### src/rtl/countdown_timer.sv
// Minutes:seconds BCD countdown timer with start/pause control and done flag.
// Drives the raw BCD value and four active-low seven-segment digit codes.
module countdown_timer #(
  parameter int TICK_DIV = 50000000
) (
  input  logic        clk,
  input  logic        reset,
  input  logic        load,
  input  logic [15:0] preset,
  input  logic        start,
  input  logic        pause,
  output logic [15:0] num,
  output logic        running,
  output logic        done,
  output logic        load_err,
  output logic [7:0]  min1,
  output logic [7:0]  min0,
  output logic [7:0]  sec1,
  output logic [7:0]  sec0
);

  localparam int PW = (TICK_DIV > 1) ? $clog2(TICK_DIV) : 1;
  localparam logic [PW-1:0] PRESC_MAX = PW'(TICK_DIV - 1);

  typedef enum logic [1:0] {
    IDLE  = 2'd0,
    RUN   = 2'd1,
    PAUSE = 2'd2,
    DONE  = 2'd3
  } state_t;

  state_t          state_r, state_nxt_s;
  logic [15:0]     num_r, num_nxt_s;
  logic [15:0]     preset_r, preset_nxt_s;
  logic [PW-1:0]   presc_r, presc_nxt_s;
  logic            running_r, done_r, load_err_r, load_err_nxt_s;
  logic [15:0]     dec_s;

  function automatic logic bcd_valid(input logic [15:0] v);
    return (v[15:12] <= 4'd5) && (v[11:8] <= 4'd9) &&
           (v[7:4]   <= 4'd5) && (v[3:0]  <= 4'd9);
  endfunction

  // Borrow chain: seconds roll 0 -> 59, minutes-units roll 0 -> 9.
  function automatic logic [15:0] bcd_dec(input logic [15:0] v);
    logic [3:0] m1, m0, s1, s0;
    {m1, m0, s1, s0} = v;
    if (s0 != 4'd0) begin
      s0 = s0 - 4'd1;
    end else begin
      s0 = 4'd9;
      if (s1 != 4'd0) begin
        s1 = s1 - 4'd1;
      end else begin
        s1 = 4'd5;
        if (m0 != 4'd0) begin
          m0 = m0 - 4'd1;
        end else begin
          m0 = 4'd9;
          m1 = m1 - 4'd1;
        end
      end
    end
    return {m1, m0, s1, s0};
  endfunction

  function automatic logic [7:0] seg_decode(input logic [3:0] d);
    case (d)
      4'd0:    return 8'hC0;
      4'd1:    return 8'hF9;
      4'd2:    return 8'hA4;
      4'd3:    return 8'hB0;
      4'd4:    return 8'h99;
      4'd5:    return 8'h92;
      4'd6:    return 8'h82;
      4'd7:    return 8'hF8;
      4'd8:    return 8'h80;
      4'd9:    return 8'h90;
      default: return 8'hFF;
    endcase
  endfunction

  assign dec_s = bcd_dec(num_r);

  // Next-state logic; priority load > pause > start > counting.
  always_comb begin
    state_nxt_s    = state_r;
    num_nxt_s      = num_r;
    preset_nxt_s   = preset_r;
    presc_nxt_s    = presc_r;
    load_err_nxt_s = 1'b0;
    if (load) begin
      if (bcd_valid(preset)) begin
        num_nxt_s    = preset;
        preset_nxt_s = preset;
        presc_nxt_s  = '0;
        state_nxt_s  = IDLE;
      end else begin
        load_err_nxt_s = 1'b1;
      end
    end else if (pause && (state_r == RUN || state_r == PAUSE)) begin
      state_nxt_s = PAUSE;
    end else if (start && state_r != RUN) begin
      case (state_r)
        IDLE: begin
          if (num_r != 16'h0000) begin
            state_nxt_s = RUN;
            presc_nxt_s = '0;
          end else begin
            state_nxt_s = IDLE;
          end
        end
        PAUSE: state_nxt_s = RUN;
        DONE: begin
          num_nxt_s   = preset_r;
          presc_nxt_s = '0;
          state_nxt_s = (preset_r != 16'h0000) ? RUN : IDLE;
        end
        default: state_nxt_s = IDLE;
      endcase
    end else if (state_r == RUN) begin
      if (presc_r == PRESC_MAX) begin
        presc_nxt_s = '0;
        num_nxt_s   = dec_s;
        state_nxt_s = (dec_s == 16'h0000) ? DONE : RUN;
      end else begin
        presc_nxt_s = presc_r + PW'(1);
      end
    end else begin
      state_nxt_s = state_r;
    end
  end

  // State and registered status outputs.
  always_ff @(posedge clk or negedge reset) begin
    if (!reset) begin
      state_r    <= IDLE;
      num_r      <= 16'h0000;
      preset_r   <= 16'h0000;
      presc_r    <= '0;
      running_r  <= 1'b0;
      done_r     <= 1'b0;
      load_err_r <= 1'b0;
    end else begin
      state_r    <= state_nxt_s;
      num_r      <= num_nxt_s;
      preset_r   <= preset_nxt_s;
      presc_r    <= presc_nxt_s;
      running_r  <= (state_nxt_s == RUN);
      done_r     <= (state_nxt_s == DONE);
      load_err_r <= load_err_nxt_s;
    end
  end

  assign num      = num_r;
  assign running  = running_r;
  assign done     = done_r;
  assign load_err = load_err_r;
  assign min1     = seg_decode(num_r[15:12]);
  assign min0     = seg_decode(num_r[11:8]);
  assign sec1     = seg_decode(num_r[7:4]);
  assign sec0     = seg_decode(num_r[3:0]);

endmodule

### config.mk
export PLATFORM = sky130hd
export DESIGN_NAME = countdown_timer
export DESIGN_NICKNAME = d
export VERILOG_FILES = /design/src/rtl/countdown_timer.sv
export SDC_FILE = /design/constraint.sdc
export NUM_CORES = 1
export LEC_CHECK = 0
export BUFFER_PORTS_ARGS = -buffer_cell sky130_fd_sc_hd__buf_2
export CORE_AREA = 2 2 123 149
export CTS_CLUSTER_DIAMETER = 200
export DETAILED_ROUTE_END_ITERATION = 6
export DIE_AREA = 0 0 125 151
export HOLD_SLACK_MARGIN = 0.03
export MAX_ROUTING_LAYER = met4
export PLACE_DENSITY = 0.39
export SYNTH_ARGS = -nofsm -noshare
export SYNTH_HDL_FRONTEND = slang
export SYNTH_SLANG_ARGS = --single-unit
### constraint.sdc
create_clock -name clk -period 2.9 [get_ports clk]
set_input_delay 0.145 -clock clk [delete_from_list [all_inputs] [get_ports clk]]
set_output_delay 0.145 -clock clk [all_outputs]
set_load 0.005 [all_outputs]
==> impl_metrics.env, run 1 <==
export IMPL_worstReg2RegEnd="num[11]"
export IMPL_crit_buf_inv=1
export IMPL_start_util_pct=25.69
export IMPL_grt_max_degree=64
export IMPL_dieWidth_um=125
export IMPL_synthCells=535
export IMPL_critPathCapture="num[11]"
export IMPL_ir_drop_mv=0.2533
export IMPL_synthFlopType="dfrtp_1"
export IMPL_seq_area_um2=1577
export IMPL_busiest_layer="met2"
export IMPL_maxSlewViolCount=0
export IMPL_cp_startpoint="num[5]"
export IMPL_vias=4247
export IMPL_syn_area_um2=4464
export IMPL_clk_pin_slew_ns=0.06
export IMPL_cp_max_fo=8
export IMPL_gp_congestion=0.8013
export IMPL_vias_per_cell=5.111
export IMPL_overflow=0
export IMPL_cts_sinks=63
export IMPL_r2r_slack_ns=0.26
export IMPL_ioPinCount=72
export IMPL_drtPass1Iterations=4
export IMPL_post_dp_hpwl_um=10320
export IMPL_maxCapViolations=0
export IMPL_portBuffers=67
export IMPL_nets=653
export IMPL_cp_start_kind="flop"
export IMPL_cts_root_buf="clkbuf_16"
export IMPL_multi_input_area_um2=2628
export IMPL_final_common_cell="buf_2"
export IMPL_timing_fmax_mhz=378.4
export IMPL_crit_required_ns=3.11
export IMPL_cts_tree="built"
export IMPL_relSlewSlack_pct=65.66
export IMPL_drc=0
export IMPL_crit_path_end_kind="flop"
export IMPL_hp_class="in2reg"
export IMPL_die_area_um2=18880
export IMPL_ff2ff_path_depth=8
export IMPL_cts_buffer_depth=2
export IMPL_synth_area_per_cell_um2=8.344
export IMPL_drt_wl_total_um=13920
export IMPL_leakagePower_nw=2.377
export IMPL_crit_path_max_incr_delay_ns=0.53
export IMPL_post_drt_wl_per_cell_um=16.75
export IMPL_met3_usage_pct=2.649
export IMPL_final_fill_count=1911
export IMPL_met1_usage_pct=18.05
export IMPL_rsz0062_at_grt="false"
export IMPL_finClkSkew_ns=0.01078
export IMPL_cts_setup_buffers=0
export IMPL_design_core_area_um2=17370
export IMPL_die_h_um=151
export IMPL_tightest_slew_ns=0.5151
export IMPL_crit_reg2reg_launch="num[5]"
export IMPL_synth_edf_count=0
export IMPL_grt_use_met2_pct=25.87
export IMPL_critPathSlowestCell="or3b_1"
export IMPL_instances_no_fill=831
export IMPL_seq_area_frac_synth_pct=35.31
export IMPL_yosysWarningCount=0
export IMPL_fin_util_pct=31.00
export IMPL_p_per_area_nw_per_um2=933.1
export IMPL_grt_first_pass_wirelength_um=22140
export IMPL_cp_arrival_ns=2.86
export IMPL_synth_async_reset_ratio_pct=100.0
export IMPL_grt_pass1_vias=4071
export IMPL_drive_above_1_share_pct=21.84
export IMPL_fin_total_pwr_mw=5.026
export IMPL_drt_iter0_drc=264
export IMPL_final_cell_mix="buf_2, dfrtp_1, o21ai_0"
export IMPL_ys_types=58
export IMPL_post_cts_resized=0
export IMPL_antenna_left=0
export IMPL_crit_top_cell="o21ai_0"
export IMPL_hold_viol=0
export IMPL_critical_path_class="reg2reg"
export IMPL_num_rows=53
export IMPL_cts_max_level=3
export IMPL_cp_top_family="simple AND/OR/NAND/NOR gates"
export IMPL_setup_viol=0
export IMPL_synthToLayoutAreaGrowth_pct=20.66
export IMPL_fin_crit_sh_pct=91.14
export IMPL_period_minus_slack_ns=2.643
export IMPL_tns_ns=0
export IMPL_antenna_found_initial=2
export IMPL_cts_made_buffers=9
export IMPL_dp_cells=815
export IMPL_grt_total_usage_pct=15.35
export IMPL_yosys_register_bits=63
export IMPL_status="completed"
export IMPL_cp_num_cells=8
export IMPL_insertion_delay_ns=0.34
export IMPL_path_cells="inv_1 -> ha_1 -> or3b_1 -> or2_2 -> o22ai_1 -> o21ai_0 -> o211ai_1 -> o21ai_0"
[how the worst min path moves through the flow]
| stage | startpoint | to | depth (start not counted) |
|---|---|---|---|
| 6_report | preset[4] | preset_r[4] | 2 |
| 5_1_grt | preset[0] | preset_r[0] | 2 |
| 4_1_cts | preset[4] | preset_r[4] | 2 |
| 3_5_place_dp | reset | presc_r[15] | 2 |
| 3_3_place_gp | reset | presc_r[15] | 2 |
| 2_1_floorplan | reset | done | 0 |
[where the power goes]
part / switching, mW / internal, mW / total [mW]
Sequential: 0.313 / 1.09 / 1.40
Clock: 0.382 / 0.583 / 0.965
Combinational: 1.49 / 1.17 / 2.66
[layout make-up]
| cell class | instances | share of cell area, % |
|---|---|---|
| multi-input combinational | 418 | 48.78 |
| sequential | 63 | 29.27 |
| timing repair buffer | 92 | 10.45 |
| tap | 220 | 5.110 |
| clock buffer | 11 | 4.506 |
| inverter | 23 | 1.603 |
| clock inverter | 2 | 0.1858 |
| antenna | 2 | 0.09292 |
[metrics by stage]
stage	setup WS, ns	hold slack (ns)	cell area [um^2]
finish	0.2570	0.06118	5386
global route	0.04999	0.06743	5386
CTS	0.2447	0.05687	5381
detailed placement	0.2564	0.1974	5119
global placement	0.2815	0.1961	5119
floorplan	0.4614	-0.1506	4476
[worst register-to-register path: stages (launching register included)]
cell and delay (ns):
dfrtp_1 0.46, inv_1 0.16, ha_1 0.23, or3b_1 0.53, or2_2 0.42, o22ai_1 0.27, o21ai_0 0.12, o211ai_1 0.21
o21ai_0 0.11
[sequential cells by signal, indices dropped and copies added (netlist names)]
register  flops
presc_r      26
num          16
preset_r     16
state_r       2
done          1
load_err      1
running       1
[cells by family after synthesis]
logic type                 count (synthesis)  share of synthesized area (%)
AOI/OAI and AO/OA                        165                          22.39
xor gates and xnor gates                   2                         0.3924
adders and majority gates                 25                          7.007
buffers and inverters                     57                          6.082
DFF                                       63                          35.31
muxes                                     24                          5.886
other                                      1                        0.08400
and+or+nand+nor                          198                          22.84
[metal layers]
metal,share of wire (%),routed length (um)
met3,3.0,424
met4,2.0,274
met1,44,6111
met2,51,7107
met5,0,0
[synthesized netlist by cell type, drive strengths merged, types with 10 or more instances]
cell type  number  share of area, %
a21oi          41               4.6
mux2           18               4.5
clkbuf         18               1.5
nor2           49               4.1
inv            23               1.9
dfrtp          63                35
ha             25               7.0
o21ai          65               7.3
nand2          55               4.6
a31oi          16               2.2
o31ai          12               2.3
nand3          12               1.3
buf            16               2.6
nand2b         10               1.4
[repair_timing]
item	4_1_cts	5_1_grt
hold buffers	1	0
endpoints found under the setup margin	0	0
endpoints found under the hold margin	63	0
No activity file was read; power rests on OpenSTA's default activity.
==> run 2, diff against run 1 <==
--- a/config.mk
+++ b/config.mk
@@ -7,4 +7,5 @@
 export LEC_CHECK = 0
 export BUFFER_PORTS_ARGS = -buffer_cell sky130_fd_sc_hd__buf_2
+export CAP_MARGIN = 20
 export CORE_AREA = 2 2 123 149
 export CTS_CLUSTER_DIAMETER = 200
==> constraint.sdc (replaced) <==
create_clock -name clk -period 2.9 [get_ports clk]
set_input_delay 0.29 -clock clk [delete_from_list [all_inputs] [get_ports clk]]
set_output_delay 0.29 -clock clk [all_outputs]
set_load 0.005 [all_outputs]
==> run 2 against run 1 <==
Sequential cell count stayed put. Wire length hardly changed. Global-route usage down 0.13 points. Count of clock-buffer cells in the layout increased by 1. Via count fell by 1.0%. Clock skew shrank 0.0014 ns. Critical endpoint is now presc_r[6]. Sequential power barely moved. Final area rose by 0.58%. Maximum frequency grew 2.7%. Utilization up 0.18 points. Critical path depth up 1.
==> impl_metrics.env, run 2 (synthesis results as in run 1) <==
export IMPL_grt_pass1_vias=4075
export IMPL_period_minus_slack_ns=2.574
export IMPL_cts_setup_buffers=0
export IMPL_crit_path_end_kind="flop"
export IMPL_r2r_slack_ns=0.33
export IMPL_gp_congestion=0.8153
export IMPL_nets=653
export IMPL_ctsHoldBuffers=0
export IMPL_dieWidth_um=125
export IMPL_cts_sinks=63
export IMPL_status="completed"
export IMPL_fin_crit_sh_pct=88.75
export IMPL_dp_cells=816
export IMPL_critical_path_class="reg2reg"
export IMPL_vias_per_cell=5.046
export IMPL_ff2ff_path_depth=9
export IMPL_start_util_pct=25.69
export IMPL_insertion_delay_ns=0.34
export IMPL_p_per_area_nw_per_um2=951.8
export IMPL_drt_wl_total_um=13910
export IMPL_drc=0
export IMPL_hp_class="in2async"
export IMPL_ioPinCount=72
export IMPL_hold_viol=0
export IMPL_cts_max_level=3
export IMPL_drt_iter0_drc=192
export IMPL_antenna_found_initial=2
export IMPL_die_area_um2=18880
export IMPL_die_h_um=151
export IMPL_grt_use_met2_pct=25.43
export IMPL_cts_made_buffers=9
export IMPL_grt_first_pass_wirelength_um=22010
export IMPL_synthToLayoutAreaGrowth_pct=21.36
export IMPL_instances_no_fill=833
export IMPL_drive_above_1_share_pct=22.26
export IMPL_critPathSlowestCell="or3b_1"
export IMPL_met1_usage_pct=18.39
export IMPL_leakagePower_nw=2.393
export IMPL_overflow=0
export IMPL_maxSlewViolCount=0
export IMPL_setup_viol=0
export IMPL_fin_util_pct=31.18
export IMPL_post_cts_resized=0
export IMPL_final_cell_mix="buf_2, dfrtp_1, o21ai_0"
export IMPL_portBuffers=67
export IMPL_path_cells="inv_1 -> ha_1 -> or3b_1 -> nor3_4 -> a31oi_1 -> o31ai_4 -> buf_12 -> or4_1 -> nand3_1"
export IMPL_cp_start_kind="flop"
export IMPL_post_dp_hpwl_um=10500
export IMPL_tightest_slew_ns=0.7371
export IMPL_grt_total_usage_pct=15.22
export IMPL_vias=4203
export IMPL_crit_path_max_incr_delay_ns=0.47
export IMPL_top_register="presc_r"
export IMPL_finClkSkew_ns=0.009382
export IMPL_rsz0062_at_grt="false"
export IMPL_maxCapViolations=0
export IMPL_ir_drop_mv=0.2230
export IMPL_cts_tree="built"
export IMPL_crit_reg2reg_launch="num[1]"
export IMPL_design_core_area_um2=17370
export IMPL_cp_max_fo=28
export IMPL_num_rows=53
export IMPL_worstReg2RegEnd="presc_r[6]"
export IMPL_antenna_left=0
export IMPL_cts_buffer_depth=2
export IMPL_clk_pin_slew_ns=0.06
export IMPL_tns_ns=0
export IMPL_post_drt_wl_per_cell_um=16.70
export IMPL_final_common_cell="buf_2"
export IMPL_cp_arrival_ns=2.84
export IMPL_grt_max_degree=37
export IMPL_met3_usage_pct=2.367
export IMPL_relSlewSlack_pct=50.86
export IMPL_largest_register_ff_count=26
export IMPL_timing_fmax_mhz=388.5
export IMPL_cts_root_buf="clkbuf_16"
export IMPL_crit_required_ns=3.16
export IMPL_drtPass1Iterations=4
export IMPL_busiest_layer="met2"
-- run 2: cell types whose count changed in the layout (fill, tap and decap cells not counted), sizes merged --
cell / change
buf: +1
bufinv: +1
clkbuf: +1
clkinv: -1
clkinvlp: +1
dlygate4sd3: -1
-- run 2: layer usage --
metal / vias to the layer above / routed length, um
met2: 103 / 6908
met4: 0 / 351
met3: 21 / 544
li1: 2081 / -
met1: 1998 / 6109
met5: - / 0
-- run 2: worst max path at each step --
| stage | slack (ns) | end | depth (start not counted) | from |
|---|---|---|---|---|
| floorplan | 0.46 | presc_r[9] | 9 | num[9] |
| global placement | 0.35 | num[11] | 8 | num[4] |
| detailed placement | 0.32 | done | 7 | num[4] |
| CTS | 0.31 | done | 7 | num[4] |
| global route | 0.02 | done | 8 | num[4] |
| finish | 0.33 | presc_r[6] | 9 | num[1] |
-- run 2: layout make-up --
type	instances	area [um^2]
Timing Repair Buffer	92	548.0
Fill cell	1848	11960
Antenna cell	2	5.005
Inverter	23	86.33
Clock inverter	3	42.54
Tap cell	220	275.3
Multi-Input combinational cell	418	2628
Clock buffer	12	256.5
Sequential cell	63	1577
-- run 2: through the flow --
step	hold WS, ns	cell area (um^2)	total power [mW]	setup WS [ns]
4_1_cts	0.04604	5413	5.212	0.3085
3_5_place_dp	0.4041	5114	4.085	0.3212
6_report	0.01648	5418	5.156	0.3262
2_1_floorplan	-0.005591	4476	2.994	0.4614
3_3_place_gp	0.3923	5114	4.091	0.3493
5_1_grt	0.06964	5418	5.594	0.02429
-- run 2: power breakdown --
group | switching, mW | internal (mW)
Clock | 0.398 | 0.706
Combinational | 1.46 | 1.16
Sequential | 0.340 | 1.09
-- run 2: worst max-delay path: cells and delay by family (launching register included) --
kind | cells | cell delay [ns]
adders and majority gates | 1 | 0.20
DFF | 1 | 0.46
buffers and inverters | 2 | 0.30
AOI/OAI and AO/OA | 2 | 0.41
and+or+nand+nor | 4 | 1.14
==> run 3, diff against run 2 <==
- clock period: 2.9 -> 2.4 ns (I/O delays scaled with it)
==> run 3 against run 2 <==
Power up 29%. Highest routed layer unchanged. Sequential power up 6%. Register-to-register slack worse by 0.21 ns. Global-route usage up 0.46 points. Worst hold slack better by 0.14 ns. Combinational power up 42%. Utilization up 1.6 points.
==> impl_metrics.env, run 3 (synthesis results as in run 1) <==
export IMPL_grt_total_usage_pct=15.68
export IMPL_setup_viol=0
export IMPL_vias_per_cell=5.067
export IMPL_final_cell_mix="buf_2, o21ai_0, dfrtp_1"
export IMPL_largest_register_ff_count=26
export IMPL_antenna_left=0
export IMPL_cts_buffer_depth=2
export IMPL_post_drt_wl_per_cell_um=16.71
export IMPL_drive_above_1_share_pct=27.19
export IMPL_top_register="presc_r"
export IMPL_cts_tree="built"
export IMPL_placed_area_um2=5328
export IMPL_critical_path_class="reg2reg"
export IMPL_fin_util_pct=32.77
export IMPL_antenna_found_initial=0
export IMPL_nets=681
export IMPL_die_h_um=151
export IMPL_final_cell_area_um2=5694
export IMPL_rsz0062_at_grt="false"
export IMPL_n_antenna_cell=0
export IMPL_tightest_slew_ns=0.6098
export IMPL_period_minus_slack_ns=2.286
export IMPL_timing_fmax_mhz=437.4
export IMPL_cp_start_kind="flop"
export IMPL_drtPass1Iterations=4
export IMPL_crit_required_ns=2.62
export IMPL_post_dp_hpwl_um=10780
export IMPL_ioPinCount=72
export IMPL_p_per_area_nw_per_um2=1165
export IMPL_maxSlewViolCount=0
export IMPL_grt_max_degree=31
export IMPL_vias=4358
export IMPL_fin_ws_ns=0.1135
export IMPL_drt_wl_total_um=14370
export IMPL_overflow=0
export IMPL_grt_first_pass_wirelength_um=22910
export IMPL_start_util_pct=25.69
export IMPL_hp_class="in2reg"
export IMPL_drc=0
export IMPL_hold_viol=0
export IMPL_design_core_area_um2=17370
export IMPL_cts_root_buf="clkbuf_16"
export IMPL_cts_made_buffers=9
export IMPL_drt_iter0_drc=239
export IMPL_pre_cts_slack_ns=0.02345
export IMPL_crit_path_end_kind="flop"
export IMPL_synthToLayoutAreaGrowth_pct=27.55
export IMPL_instances_no_fill=860
export IMPL_leakagePower_nw=2.540
export IMPL_clk_pin_slew_ns=0.06
export IMPL_cts_sinks=63
export IMPL_dieWidth_um=125
export IMPL_status="completed"
export IMPL_relSlewSlack_pct=59.35
export IMPL_gp_congestion=0.8320
export IMPL_tns_ns=0
export IMPL_finClkSkew_ns=0.009038
export IMPL_cp_max_fo=26
export IMPL_ir_drop_mv=0.3530
export IMPL_fin_crit_sh_pct=95.27
export IMPL_cts_max_level=3
export IMPL_maxCapViolations=0
export IMPL_num_rows=53
export IMPL_insertion_delay_ns=0.34
export IMPL_final_common_cell="buf_2"
export IMPL_cp_arrival_ns=2.51
export IMPL_grt_pass1_vias=4296
export IMPL_dp_cells=842
export IMPL_portBuffers=67
export IMPL_die_area_um2=18880
[run 3: changes by cell type in the layout (fill, tap and decap cells not counted), moves of 2 or more]
cell	previous run	this run
or3b_1	2	0
clkbuf_8	2	0
clkbuf_1	1	3
buf_4	23	49
inv_1	23	20
inv_2	0	3
diode_2	2	0
or3b_4	0	3
[run 3: final timing paths]
path,depth (start not counted),slack (ns),from,to
setup / recovery,6,0.11,presc_r[10],num[3]
hold / removal,2,0.16,preset[4],preset_r[4]
setup reg to reg,6,0.11,presc_r[10],num[3]
hold reg to reg,1,0.50,presc_r[5],presc_r[5]
max in group asynchronous,3,1.33,reset,num[14]
min in group asynchronous,2,0.45,reset,presc_r[21]
[run 3: layout make-up]
class                      count  area, um^2
clock inverter                 4       70.07
sequential                    63        1578
tap                          220       275.3
timing repair buffer         120       773.2
clock buffer                  12       236.5
inverter                      23       86.33
multi-input combinational    418        2675
fill                        1840       11680
[run 3: report_power, final]
part | internal (mW) | switching, mW | leakage (nW) | total (mW)
combinational | 1.65 | 2.07 | 1.57 | 3.72
sequential | 1.32 | 0.189 | 0.816 | 1.51
clock | 0.907 | 0.494 | 0.151 | 1.40
[run 3: metrics by stage]
step	power, mW	hold WS (ns)
floorplan	3.634	-0.05559
global placement	5.206	0.2850
detailed placement	5.213	0.2924
CTS	6.652	0.1538
global route	7.184	0.1579
finish	6.633	0.1580
[run 3: timing repair]
action | CTS | global route
resized for setup | 0 | 8
hold buffers | 1 | 0
hold endpoints to repair | 20 | 0
endpoints found under the setup margin | 0 | 38
setup buffers | 0 | 1
[run 3: worst max-delay path, cell delays in order (launching register included)]
cell and delay [ns]:
dfrtp_1 0.42, or4b_1 0.53, nor4_4 0.30, a31oi_1 0.18, a21boi_4 0.20, buf_12 0.19
mux2_2 0.35
[run 3: layer usage]
layer  GRT usage (%)  wire length, um  part of all wire (%)  vias up
li1                -                -                     -     2130
met1           18.83             6320                    44     2107
met2           26.60             7187                    50       95
met3           2.861              539                   3.8       26
met4           5.500              320                   2.2        0
met5               -                0                     0        -
